==> src/rtl/dmni_br_mon_writer_pkg.sv <==
// Shared types for the BrLite monitor write-back engine: packet layout and FSM encoding.
package dmni_br_mon_writer_pkg;

    localparam int BRLITE_MON_MAX_NSVC = 4;
    localparam int MSVC_W              = $clog2(BRLITE_MON_MAX_NSVC);

    typedef struct packed {
        logic [31:0]       payload;
        logic [15:0]       seq_source;
        logic [15:0]       producer;   // {x[15:8], y[7:0]}
        logic [MSVC_W-1:0] msvc;
    } brlite_mon_t;

    typedef enum logic [1:0] {
        IDLE,
        CHECK,
        WRITE,
        CLR_WRITE
    } mon_wr_state_t;

    function automatic logic [7:0] producer_x(input logic [15:0] producer);
        return producer[15:8];
    endfunction

    function automatic logic [7:0] producer_y(input logic [15:0] producer);
        return producer[7:0];
    endfunction

endpackage

==> src/rtl/dmni_br_mon_writer_if.sv <==
// Packet-in and memory-write-out handshakes of the monitor writer, seen from the writer (master).
interface dmni_br_mon_writer_if
    import dmni_br_mon_writer_pkg::*;
#(
    parameter int ADDR_WIDTH = 32
) ();

    logic                  mon_valid_i;
    logic                  mon_ready_o;
    brlite_mon_t           mon_i;
    logic                  mem_req_o;
    logic [ADDR_WIDTH-1:0] mem_addr_o;
    logic [31:0]           mem_data_o;
    logic                  mem_gnt_i;

    modport master (
        input  mon_valid_i, mon_i, mem_gnt_i,
        output mon_ready_o, mem_req_o, mem_addr_o, mem_data_o
    );

    modport slave (
        output mon_valid_i, mon_i, mem_gnt_i,
        input  mon_ready_o, mem_req_o, mem_addr_o, mem_data_o
    );

endinterface

==> src/rtl/dmni_br_mon_writer_fifo.sv <==
// DEPTH-entry packet buffer; full/empty come straight from the registered occupancy count.
module brlite_mon_fifo
    import dmni_br_mon_writer_pkg::*;
#(
    parameter int DEPTH = 4
) (
    input  logic        clk_i,
    input  logic        rst_ni,
    input  logic        push_i,
    input  brlite_mon_t push_data_i,
    input  logic        pop_i,
    output logic        full_o,
    output logic        empty_o,
    output brlite_mon_t head_o
);

    localparam int PTR_W = $clog2(DEPTH);
    localparam int CNT_W = PTR_W + 1;

    logic [PTR_W-1:0] wr_ptr_q, wr_ptr_d;
    logic [PTR_W-1:0] rd_ptr_q, rd_ptr_d;
    logic [CNT_W-1:0] cnt_q, cnt_d;
    logic             push_ok;
    logic             pop_ok;
    brlite_mon_t      mem_q [DEPTH];

    assign full_o  = (cnt_q == CNT_W'(DEPTH));
    assign empty_o = (cnt_q == '0);
    assign head_o  = mem_q[rd_ptr_q];

    always_comb begin
        push_ok  = push_i && !full_o;
        pop_ok   = pop_i && !empty_o;
        wr_ptr_d = wr_ptr_q + PTR_W'(push_ok);
        rd_ptr_d = rd_ptr_q + PTR_W'(pop_ok);
        cnt_d    = cnt_q + CNT_W'(push_ok) - CNT_W'(pop_ok);
    end

    always_ff @(posedge clk_i or negedge rst_ni) begin
        if (!rst_ni) begin
            wr_ptr_q <= '0;
            rd_ptr_q <= '0;
            cnt_q    <= '0;
        end else begin
            wr_ptr_q <= wr_ptr_d;
            rd_ptr_q <= rd_ptr_d;
            cnt_q    <= cnt_d;
        end
    end

    // Storage carries data only, so it needs no reset.
    always_ff @(posedge clk_i) begin
        if (push_ok) begin
            mem_q[wr_ptr_q] <= push_data_i;
        end
    end

endmodule

==> src/rtl/dmni_br_mon_writer.sv <==
// BrLite monitor write-back engine: buffers packets, writes payloads into per-service
// tables at ptr[msvc] + 4*(y*MC_X + x), and walks enabled tables to zero them on clear.
module dmni_br_mon_writer
    import dmni_br_mon_writer_pkg::*;
#(
    parameter  int NSVC       = 2,
    parameter  int DEPTH      = 4,
    parameter  int ADDR_WIDTH = 32,
    parameter  int DROP_WIDTH = 16,
    localparam int SVC_W      = (NSVC > 1) ? $clog2(NSVC) : 1
) (
    input  logic                  clk_i,
    input  logic                  rst_ni,
    dmni_br_mon_writer_if.master  bus,
    input  logic [7:0]            mc_x_i,
    input  logic [7:0]            mc_y_i,
    input  logic                  ptr_we_i,
    input  logic [SVC_W-1:0]      ptr_sel_i,
    input  logic [ADDR_WIDTH-1:0] ptr_i,
    input  logic                  clear_i,
    output logic                  busy_o,
    output logic [DROP_WIDTH-1:0] drop_cnt_o
);

    mon_wr_state_t         state_q, state_d;
    logic [ADDR_WIDTH-1:0] ptr_q [NSVC];
    logic [ADDR_WIDTH-1:0] ptr_d [NSVC];
    logic [ADDR_WIDTH-1:0] addr_q, addr_d;
    logic [31:0]           data_q, data_d;
    logic [SVC_W-1:0]      clr_svc_q, clr_svc_d;
    logic [15:0]           clr_idx_q, clr_idx_d;
    logic                  clear_pend_q, clear_pend_d;
    logic                  restart_q, restart_d;
    logic [DROP_WIDTH-1:0] drop_cnt_q, drop_cnt_d;

    logic                  fifo_full;
    logic                  fifo_empty;
    logic                  fifo_pop;
    brlite_mon_t           head;

    logic [7:0]            head_x;
    logic [7:0]            head_y;
    logic                  head_ok;
    logic [15:0]           head_prod;
    logic [ADDR_WIDTH-1:0] head_addr;
    logic [15:0]           tot_words;
    logic [ADDR_WIDTH-1:0] clr_addr;
    logic                  first_found;
    logic [SVC_W-1:0]      first_svc;
    logic                  nxt_found;
    logic [SVC_W-1:0]      nxt_svc;
    logic                  unused_seq;

    function automatic logic [DROP_WIDTH-1:0] sat_inc(input logic [DROP_WIDTH-1:0] v);
        return (&v) ? v : v + DROP_WIDTH'(1);
    endfunction

    brlite_mon_fifo #(
        .DEPTH (DEPTH)
    ) u_fifo (
        .clk_i       (clk_i),
        .rst_ni      (rst_ni),
        .push_i      (bus.mon_valid_i),
        .push_data_i (bus.mon_i),
        .pop_i       (fifo_pop),
        .full_o      (fifo_full),
        .empty_o     (fifo_empty),
        .head_o      (head)
    );

    assign unused_seq = ^head.seq_source;

    always_comb begin
        ptr_d = ptr_q;
        if (ptr_we_i && (int'(ptr_sel_i) < NSVC)) begin
            ptr_d[ptr_sel_i] = ptr_i;
        end
    end

    // Head decode: drop rules and table address for the packet at the FIFO head.
    always_comb begin
        head_x    = producer_x(head.producer);
        head_y    = producer_y(head.producer);
        head_prod = {8'd0, head_y} * {8'd0, mc_x_i};
        head_ok   = (int'(head.msvc) < NSVC)
                    && (ptr_q[head.msvc[SVC_W-1:0]] != '0)
                    && (head_x < mc_x_i)
                    && (head_y < mc_y_i);
        head_addr = ptr_q[head.msvc[SVC_W-1:0]]
                    + ((ADDR_WIDTH'(head_prod) + ADDR_WIDTH'(head_x)) << 2);
    end

    // Clear walk: enabled-service search reads the pointers live.
    always_comb begin
        tot_words   = {8'd0, mc_x_i} * {8'd0, mc_y_i};
        clr_addr    = ptr_q[clr_svc_q] + (ADDR_WIDTH'(clr_idx_q) << 2);
        first_found = 1'b0;
        first_svc   = '0;
        nxt_found   = 1'b0;
        nxt_svc     = '0;
        for (int s = 0; s < NSVC; s++) begin
            if (ptr_q[s] != '0) begin
                if (!first_found) begin
                    first_found = 1'b1;
                    first_svc   = SVC_W'(s);
                end
                if (!nxt_found && (s > int'(clr_svc_q))) begin
                    nxt_found = 1'b1;
                    nxt_svc   = SVC_W'(s);
                end
            end
        end
    end

    always_comb begin
        state_d      = state_q;
        addr_d       = addr_q;
        data_d       = data_q;
        clr_svc_d    = clr_svc_q;
        clr_idx_d    = clr_idx_q;
        clear_pend_d = clear_pend_q | clear_i;
        restart_d    = restart_q;
        drop_cnt_d   = drop_cnt_q;
        fifo_pop     = 1'b0;

        unique case (state_q)
            IDLE: begin
                if (clear_pend_q) begin
                    restart_d = 1'b0;
                    if (first_found && (tot_words != '0)) begin
                        state_d   = CLR_WRITE;
                        clr_svc_d = first_svc;
                        clr_idx_d = '0;
                    end else begin
                        clear_pend_d = clear_i;
                    end
                end else if (!fifo_empty) begin
                    state_d = CHECK;
                end
            end
            CHECK: begin
                fifo_pop = 1'b1;
                if (head_ok) begin
                    addr_d  = head_addr;
                    data_d  = head.payload;
                    state_d = WRITE;
                end else begin
                    drop_cnt_d = sat_inc(drop_cnt_q);
                    state_d    = IDLE;
                end
            end
            WRITE: begin
                if (bus.mem_gnt_i) begin
                    state_d = IDLE;
                end
            end
            CLR_WRITE: begin
                // A new clear lets the current word finish, then restarts from IDLE.
                if (clear_i) begin
                    restart_d = 1'b1;
                end
                if (bus.mem_gnt_i) begin
                    if (restart_q || clear_i) begin
                        state_d   = IDLE;
                        restart_d = 1'b0;
                    end else if ((clr_idx_q + 16'd1) == tot_words) begin
                        if (nxt_found) begin
                            clr_svc_d = nxt_svc;
                            clr_idx_d = '0;
                        end else begin
                            state_d      = IDLE;
                            clear_pend_d = 1'b0;
                        end
                    end else begin
                        clr_idx_d = clr_idx_q + 16'd1;
                    end
                end
            end
            default: begin
                state_d = IDLE;
            end
        endcase
    end

    always_ff @(posedge clk_i or negedge rst_ni) begin
        if (!rst_ni) begin
            state_q      <= IDLE;
            addr_q       <= '0;
            data_q       <= '0;
            clr_svc_q    <= '0;
            clr_idx_q    <= '0;
            clear_pend_q <= 1'b0;
            restart_q    <= 1'b0;
            drop_cnt_q   <= '0;
            for (int s = 0; s < NSVC; s++) begin
                ptr_q[s] <= '0;
            end
        end else begin
            state_q      <= state_d;
            addr_q       <= addr_d;
            data_q       <= data_d;
            clr_svc_q    <= clr_svc_d;
            clr_idx_q    <= clr_idx_d;
            clear_pend_q <= clear_pend_d;
            restart_q    <= restart_d;
            drop_cnt_q   <= drop_cnt_d;
            ptr_q        <= ptr_d;
        end
    end

    // Outputs decode from registered state so reset drops mem_req_o at once.
    always_comb begin
        bus.mon_ready_o = !fifo_full;
        bus.mem_req_o   = (state_q == WRITE) || (state_q == CLR_WRITE);
        bus.mem_addr_o  = '0;
        bus.mem_data_o  = '0;
        if (state_q == WRITE) begin
            bus.mem_addr_o = addr_q;
            bus.mem_data_o = data_q;
        end else if (state_q == CLR_WRITE) begin
            bus.mem_addr_o = clr_addr;
        end
    end

    assign busy_o     = (state_q != IDLE) || !fifo_empty || clear_pend_q;
    assign drop_cnt_o = drop_cnt_q;

endmodule

==> src/flat_wrapper.sv <==
// flat-port wrapper written by rule: the top's interface ports become plain ports
module dmni_br_mon_writer_flat import dmni_br_mon_writer_pkg::*;
#(
    parameter  int NSVC       = 2,
    parameter  int DEPTH      = 4,
    parameter  int ADDR_WIDTH = 32,
    parameter  int DROP_WIDTH = 16,
    localparam int SVC_W      = (NSVC > 1) ? $clog2(NSVC) : 1
)
  (clk_i, rst_ni, mc_x_i, mc_y_i, ptr_we_i, ptr_sel_i, ptr_i, clear_i, busy_o, drop_cnt_o, bus_mon_valid_i, bus_mon_i, bus_mem_gnt_i, bus_mon_ready_o, bus_mem_req_o, bus_mem_addr_o, bus_mem_data_o);
  dmni_br_mon_writer_if #(.ADDR_WIDTH(ADDR_WIDTH)) bus_i ();
  input  logic clk_i;
  input  logic rst_ni;
  input  logic [7:0] mc_x_i;
  input  logic [7:0] mc_y_i;
  input  logic ptr_we_i;
  input  logic [SVC_W-1:0] ptr_sel_i;
  input  logic [ADDR_WIDTH-1:0] ptr_i;
  input  logic clear_i;
  output logic busy_o;
  output logic [DROP_WIDTH-1:0] drop_cnt_o;
  input wire logic [$bits(bus_i.mon_valid_i)-1:0] bus_mon_valid_i;
  input wire logic [$bits(bus_i.mon_i)-1:0] bus_mon_i;
  input wire logic [$bits(bus_i.mem_gnt_i)-1:0] bus_mem_gnt_i;
  output wire logic [$bits(bus_i.mon_ready_o)-1:0] bus_mon_ready_o;
  output wire logic [$bits(bus_i.mem_req_o)-1:0] bus_mem_req_o;
  output wire logic [$bits(bus_i.mem_addr_o)-1:0] bus_mem_addr_o;
  output wire logic [$bits(bus_i.mem_data_o)-1:0] bus_mem_data_o;
  assign bus_i.mon_valid_i = bus_mon_valid_i;
  assign bus_i.mon_i = bus_mon_i;
  assign bus_i.mem_gnt_i = bus_mem_gnt_i;
  assign bus_mon_ready_o = bus_i.mon_ready_o;
  assign bus_mem_req_o = bus_i.mem_req_o;
  assign bus_mem_addr_o = bus_i.mem_addr_o;
  assign bus_mem_data_o = bus_i.mem_data_o;
  dmni_br_mon_writer #(.NSVC(NSVC), .DEPTH(DEPTH), .ADDR_WIDTH(ADDR_WIDTH), .DROP_WIDTH(DROP_WIDTH)) u_core (.clk_i(clk_i), .rst_ni(rst_ni), .bus(bus_i), .mc_x_i(mc_x_i), .mc_y_i(mc_y_i), .ptr_we_i(ptr_we_i), .ptr_sel_i(ptr_sel_i), .ptr_i(ptr_i), .clear_i(clear_i), .busy_o(busy_o), .drop_cnt_o(drop_cnt_o));
endmodule
==> config.mk <==
export PLATFORM = sky130hd
export DESIGN_NAME = dmni_br_mon_writer_flat
export DESIGN_NICKNAME = d
export VERILOG_FILES = /design/src/rtl/dmni_br_mon_writer_pkg.sv /design/src/rtl/dmni_br_mon_writer_if.sv /design/src/rtl/dmni_br_mon_writer_fifo.sv /design/src/rtl/dmni_br_mon_writer.sv /design/src/flat_wrapper.sv
export SDC_FILE = /design/constraint.sdc
export NUM_CORES = 1
export LEC_CHECK = 0
export BUFFER_PORTS_ARGS = -buffer_cell sky130_fd_sc_hd__buf_2
export CORE_MARGIN = 2
export CORE_UTILIZATION = 30
export DETAILED_ROUTE_END_ITERATION = 16
export SETUP_SLACK_MARGIN = 0.2
export SKIP_CTS_REPAIR_TIMING = 1
export SYNTH_ARGS = -nofsm -noshare
export SYNTH_HDL_FRONTEND = slang
export SYNTH_SLANG_ARGS = --single-unit
==> constraint.sdc <==
create_clock -name clk_i -period 11.4 [get_ports clk_i]
set_clock_uncertainty 0.1 [all_clocks]
set_input_delay 1.14 -clock clk_i [delete_from_list [all_inputs] [get_ports clk_i]]
set_output_delay 1.14 -clock clk_i [all_outputs]
set_load 0.05 [all_outputs]
==> reports/results.ini, run 1 <==
[worst_setup_path]
start_kind = flop
path_max_fanout = 28
cpPeakStageDelay_ns = 0.82
critPathSlowestCell = dfrtp_4
r2r-start = u_core.u_fifo.rd_ptr_q[0]
rrSetupSlack_ns = 2.49
reg2reg_to = u_core.addr_q[24]
critPathKind = flop to flop
crit_path_end_kind = flop
crit_start = u_core.u_fifo.rd_ptr_q[0]
r2r.worst_path.cells = 28
critPathArrivalTime_ns = 9.24
cp_data_required_time_ns = 11.73
critPathMostFrequentCell = fa_1

[sta]
maxSlewHeadroom = 0.3601
min_period_over_period = 0.7816
drv_slew = 0
layout_min_cycle_time_ns = 8.911
setup_tns_ns = 0
maxClockFrequency_ghz = 0.1122
setup-violations-final = 0
finalHoldViolations = 0
worstMarginPinSlew_ns = 0.9598
rsz0062_at_grt = false

[route]
drt_iter0_drc = 928
drc = 0
vias = 15460
vias_per_cell = 4.964
final_antenna_net_count = 0
avgRoutedWirePerCell_um = 18.92
firstDrtPassIters = 5
wirelength_um = 58920

[cells_and_area]
seqCellArea_um2 = 10310
fillers = 7425
multiInputGateArea_um2 = 11610
instances_no_fill = 3114
fin_nets = 2436
area_growth_pct = 14.98
final_cell_mix = edfxtp_1 (200), buf_2 (186), nand2_1 (179)
final_common_cell = edfxtp_1
drive_gt1_frac = 0.2267

[outcome]
outcome = complete, no violations

[job]
cap_violations = 0

[synth]
synth_ff_type = edfxtp_1
synthCells = 1924
ys_async_sr_fraction = 0.4624
syn_area_um2 = 22800
ys_types = 78
synth_edf_count = 200
syn_nets = 2262
ys_seq_elements = 372
yosysWarnings = 0
synth.avg_cell_area_um2 = 11.85
synth_sequential_area_ratio = 0.4522

[die]
core_area_um2 = 75570
start_util = 0.3017
die_x_um = 279.7
ios = 204
dieHeight_um = 279.7
rows = 101
dieArea_um2 = 78220

[hold_path]
hold_depth = 2
min-delay-start = u_core.addr_q[10]
holdPathEnd = u_core.addr_q[10]
worstHoldPathType = flop to flop

[global_route]
grt_usage = 0.1513
grt-ovfl-total = 0
grt_max_degree = 81
antenna_found_initial = 23
grt_pass1_wl_um = 92830
grt_pass1_vias = 16110

[placement]
io_buffers = 187
routabilityCongestion = 0.8864
placed_cells = 3032
post-dp-hpwl_um = 42390

[cts]
clock_latency_ns = 0.59
cts_sinks = 372
cts_tree = done
htreeDepth = 2
clock_path_buffers = 3
cts-root-buf = clkbuf_16
clk_pin_slew_ns = 0.06
numCtsBuffers = 42

## cell usage after synthesis, types with 50 or more instances
master	count	area share
dfrtp_1	172	0.19
ha_1	134	0.074
edfxtp_1	200	0.26
xnor2_1	66	0.025
o21ai_0	91	0.020
nor2_1	77	0.013
nand2_1	180	0.030
inv_1	157	0.026
mux2_2	133	0.066
and2_1	92	0.025
fa_1	83	0.073
mux4_2	50	0.049
## how the worst max path moves through the flow
stage	end	slack, ns	cells after the start
CTS	u_core.addr_q[24]	2.46	28
global route	u_core.addr_q[24]	1.99	28
floorplan	u_core.addr_q[24]	3.42	30
finish	u_core.addr_q[24]	2.49	28
global placement	u_core.addr_q[24]	2.61	28
detailed placement	u_core.addr_q[24]	2.54	28
## routing by layer
metal	track usage	share of wire	up-vias
li1	-	-	7226
met1	0.1959	0.44	7733
met2	0.2534	0.47	342
met3	0.03853	0.059	128
met4	0.03620	0.023	30
met5	0	0.0033	-
## worst max-delay path: cells and delay by family, from the launching register on
kind | cells | cell delay, ns
xor+xnor | 2 | 0.19
buf+inv | 4 | 0.70
fa+ha+maj | 6 | 2.63
compound gates | 9 | 2.63
mux | 1 | 0.72
flops | 1 | 0.82
simple gates | 6 | 0.95
## registers in the layout, summed over array words and instances, names as in the netlist
| register | cells |
|---|---|
| u_core.state_q | 2 |
| u_core.ptr_q | 64 |
| u_core.clr_idx_q | 16 |
| u_core.restart_q | 1 |
| u_core.addr_q | 32 |
| u_core.clear_pend_q | 1 |
| u_core.clr_svc_q | 1 |
| u_core.u_fifo.mem_q | 200 |
| u_core.u_fifo.rd_ptr_q | 2 |
| u_core.u_fifo.cnt_q | 3 |
| u_core.u_fifo.wr_ptr_q | 2 |
| u_core.data_q | 32 |
| u_core.drop_cnt_o | 16 |
## area by class of cell
type / count / share of cell area
multi-input cells: 1319 / 0.4428
flip-flops and latches: 372 / 0.3935
well taps: 978 / 0.04668
clock buffers: 58 / 0.04467
repair buffers: 205 / 0.04109
inverters: 158 / 0.02262
clock inverters: 19 / 0.008209
diodes: 5 / 0.0004773
## metrics by stage
step	setup slack, ns	area (um2)	hold slack [ns]	utilization
floorplan	3.421	22800	0.3489	-
global placement	2.614	24820	0.3598	0.3284
detailed placement	2.537	24820	0.3705	0.3284
CTS	2.461	26200	0.3837	0.3468
global route	1.993	26200	0.4028	0.3468
finish	2.489	26220	0.3785	0.3469
## cell families after synthesis
logic type	share of synthesized area
buf+inv	0.04011
fa+ha+maj	0.1464
xor+xnor	0.04324
compound gates	0.07869
mux	0.1285
simple gates	0.1108
flops	0.4522
Power of run 1 is not shown: default switching activity piles up to over one toggle a cycle in this logic, so the estimate is an artifact.
==> inputs of run 2 (changes only) <==
- clock period: 11.4 -> 9.27 ns (I/O delays scaled with it)
==> reports/results.ini, run 2 (synthesized netlist as in run 1, its figures left out) <==
[sta]
min_period_over_period = 0.8670  ; +0.08532
rsz0062_at_grt = false
drv_slew = 0  ; unchanged
maxSlewHeadroom = 0.3206  ; -0.03952
hold_ws_ns = 0.2460  ; -0.1325 ns
layout_min_cycle_time_ns = 8.037  ; -0.8740 ns
setup-violations-final = 0  ; unchanged
worstMarginPinSlew_ns = 1.019  ; +0.05928 ns
setup_tns_ns = 0  ; unchanged
maxClockFrequency_ghz = 0.1244  ; +11%
finalHoldViolations = 0  ; unchanged

[route]
avgRoutedWirePerCell_um = 19.18  ; +1.4%
wl_met1_um = 26160  ; +0.50%
drc = 0  ; unchanged
route.top_layer_used = met5
firstDrtPassIters = 5  ; unchanged
vias_per_cell = 4.950  ; -0.29%
routed-wl-met2_um = 28160  ; +0.98%
vias = 15390  ; -0.42%
final_antenna_net_count = 0  ; unchanged
drt_iter0_drc = 900  ; -3.0%
wl_met3_um = 3335  ; -4.2%
wirelength_um = 59650  ; +1.2%

[cts]
clock_latency_ns = 0.60  ; about the same
cts-root-buf = clkbuf_16
clk_pin_slew_ns = 0.06  ; about the same
cts_sinks = 372  ; unchanged
htreeDepth = 2  ; unchanged
numCtsBuffers = 41  ; -2.4%
clock_path_buffers = 3  ; unchanged
cts_tree = done

[cells_and_area]
final_common_cell = edfxtp_1
stdcell_area_um2 = 26270  ; +0.20%
final_cell_mix = edfxtp_1 (200), buf_2 (186), nand2_1 (179)
final_util = 0.3476  ; +0.0006960
regMostFlops = u_core.u_fifo.mem_q
largest_reg_flops = 200  ; unchanged
top_regs = u_core.u_fifo.mem_q x200, u_core.ptr_q x64
fin_nets = 2435  ; -0.041%
fillers = 7461  ; +0.48%
area_growth_pct = 15.21
drive_gt1_frac = 0.2277  ; +0.001045

[global_route]
grt_pass1_vias = 16590  ; +2.9%
grt_max_degree = 73  ; -9.9%
grt_usage = 0.1543  ; +0.003006
antenna_found_initial = 19  ; -17%
grt-ovfl-total = 0  ; unchanged
grt_pass1_wl_um = 94590  ; +1.9%

[worst_setup_path]
crit_buf_inv = 3  ; -1
cpPeakStageDelay_ns = 0.68  ; -0.14 ns
cpLargestDelayFamily = compound AO/OA/AOI/OAI gates
critPathKind = flop to flop
critPathArrivalTime_ns = 8.38  ; -0.86 ns
path_max_fanout = 14  ; -50%
crit_path_end_kind = flop
start_kind = flop
critPathSlowestCell = mux4_2
cp_data_required_time_ns = 9.61  ; -2.12 ns

[placement]
place_area_um2 = 24810  ; about the same
routabilityCongestion = 0.8757  ; -1.2%
post-dp-hpwl_um = 42320  ; -0.15%
io_buffers = 187  ; unchanged

[job]
cap_violations = 0  ; unchanged

[die]
core_area_um2 = 75570  ; unchanged
rows = 101  ; unchanged
ios = 204  ; unchanged
die_x_um = 279.7  ; unchanged
dieArea_um2 = 78220  ; unchanged
start_util = 0.3017  ; unchanged
dieHeight_um = 279.7  ; unchanged

[outcome]
outcome = complete, no violations

[hold_path]
worstHoldPathType = input port to async pin

-- run 2: changes by cell type in the layout (fill, tap and decap cells not counted), moves of 2 or more --
cell,change
diode_2,-3
clkinvlp_4,+5
clkinv_2,-4
clkbuf_1,-2
inv_6,-2
bufinv_16,+3
-- run 2: final timing paths --
kind | slack (ns) | from | cells past startpoint | end
setup reg to reg | 1.23 | u_core.u_fifo.rd_ptr_q[0] | 28 | u_core.addr_q[24]
min in group clk_i | 0.38 | u_core.addr_q[22] | 2 | u_core.addr_q[22]
hold reg to reg | 0.38 | u_core.addr_q[22] | 2 | u_core.addr_q[22]
hold / removal | 0.25 | rst_ni | 1 | u_core.data_q[18]
setup / recovery | 1.23 | u_core.u_fifo.rd_ptr_q[0] | 28 | u_core.addr_q[24]
max in group asynchronous | 6.74 | rst_ni | 3 | u_core.addr_q[18]
-- run 2: stage by stage --
step	worst slack (ns)	instances
floorplan	1.291	1924
global placement	1.197	3032
detailed placement	1.267	3032
CTS	1.209	3108
global route	0.6928	3109
finish	1.233	3110
-- run 2: final cells by class --
class	count	area [um2]	share of cell area
Antenna cell	2	5.005	0.0001905
Clock buffer	54	1125	0.04282
Clock inverter	22	325.3	0.01238
Inverter	158	593.1	0.02258
Multi-Input combinational cell	1319	11600	0.4418
Sequential cell	372	10310	0.3927
Tap cell	978	1224	0.04658
Timing Repair Buffer	205	1077	0.04101
-- run 2: worst reg2reg max path, delay by kind of cell, from the launching register on --
kind                     cells  cell delay, ns
buffers and inverters        3            0.46
flip-flops                   1            0.59
AND/OR/NAND/NOR              6            0.95
multiplexers                 1            0.68
AO/OA/AOI/OAI               10            2.46
adder cells (fa/ha/maj)      6            2.45
XOR/XNOR                     2            0.19
-- run 2: metal layers --
metal  GRT usage  up-vias
met5           0        -
met1      0.1963     7694
met3     0.03611      129
met2      0.2598      341
li1            -     7204
met4     0.04785       26
Power of run 2 is left out for the same reason.
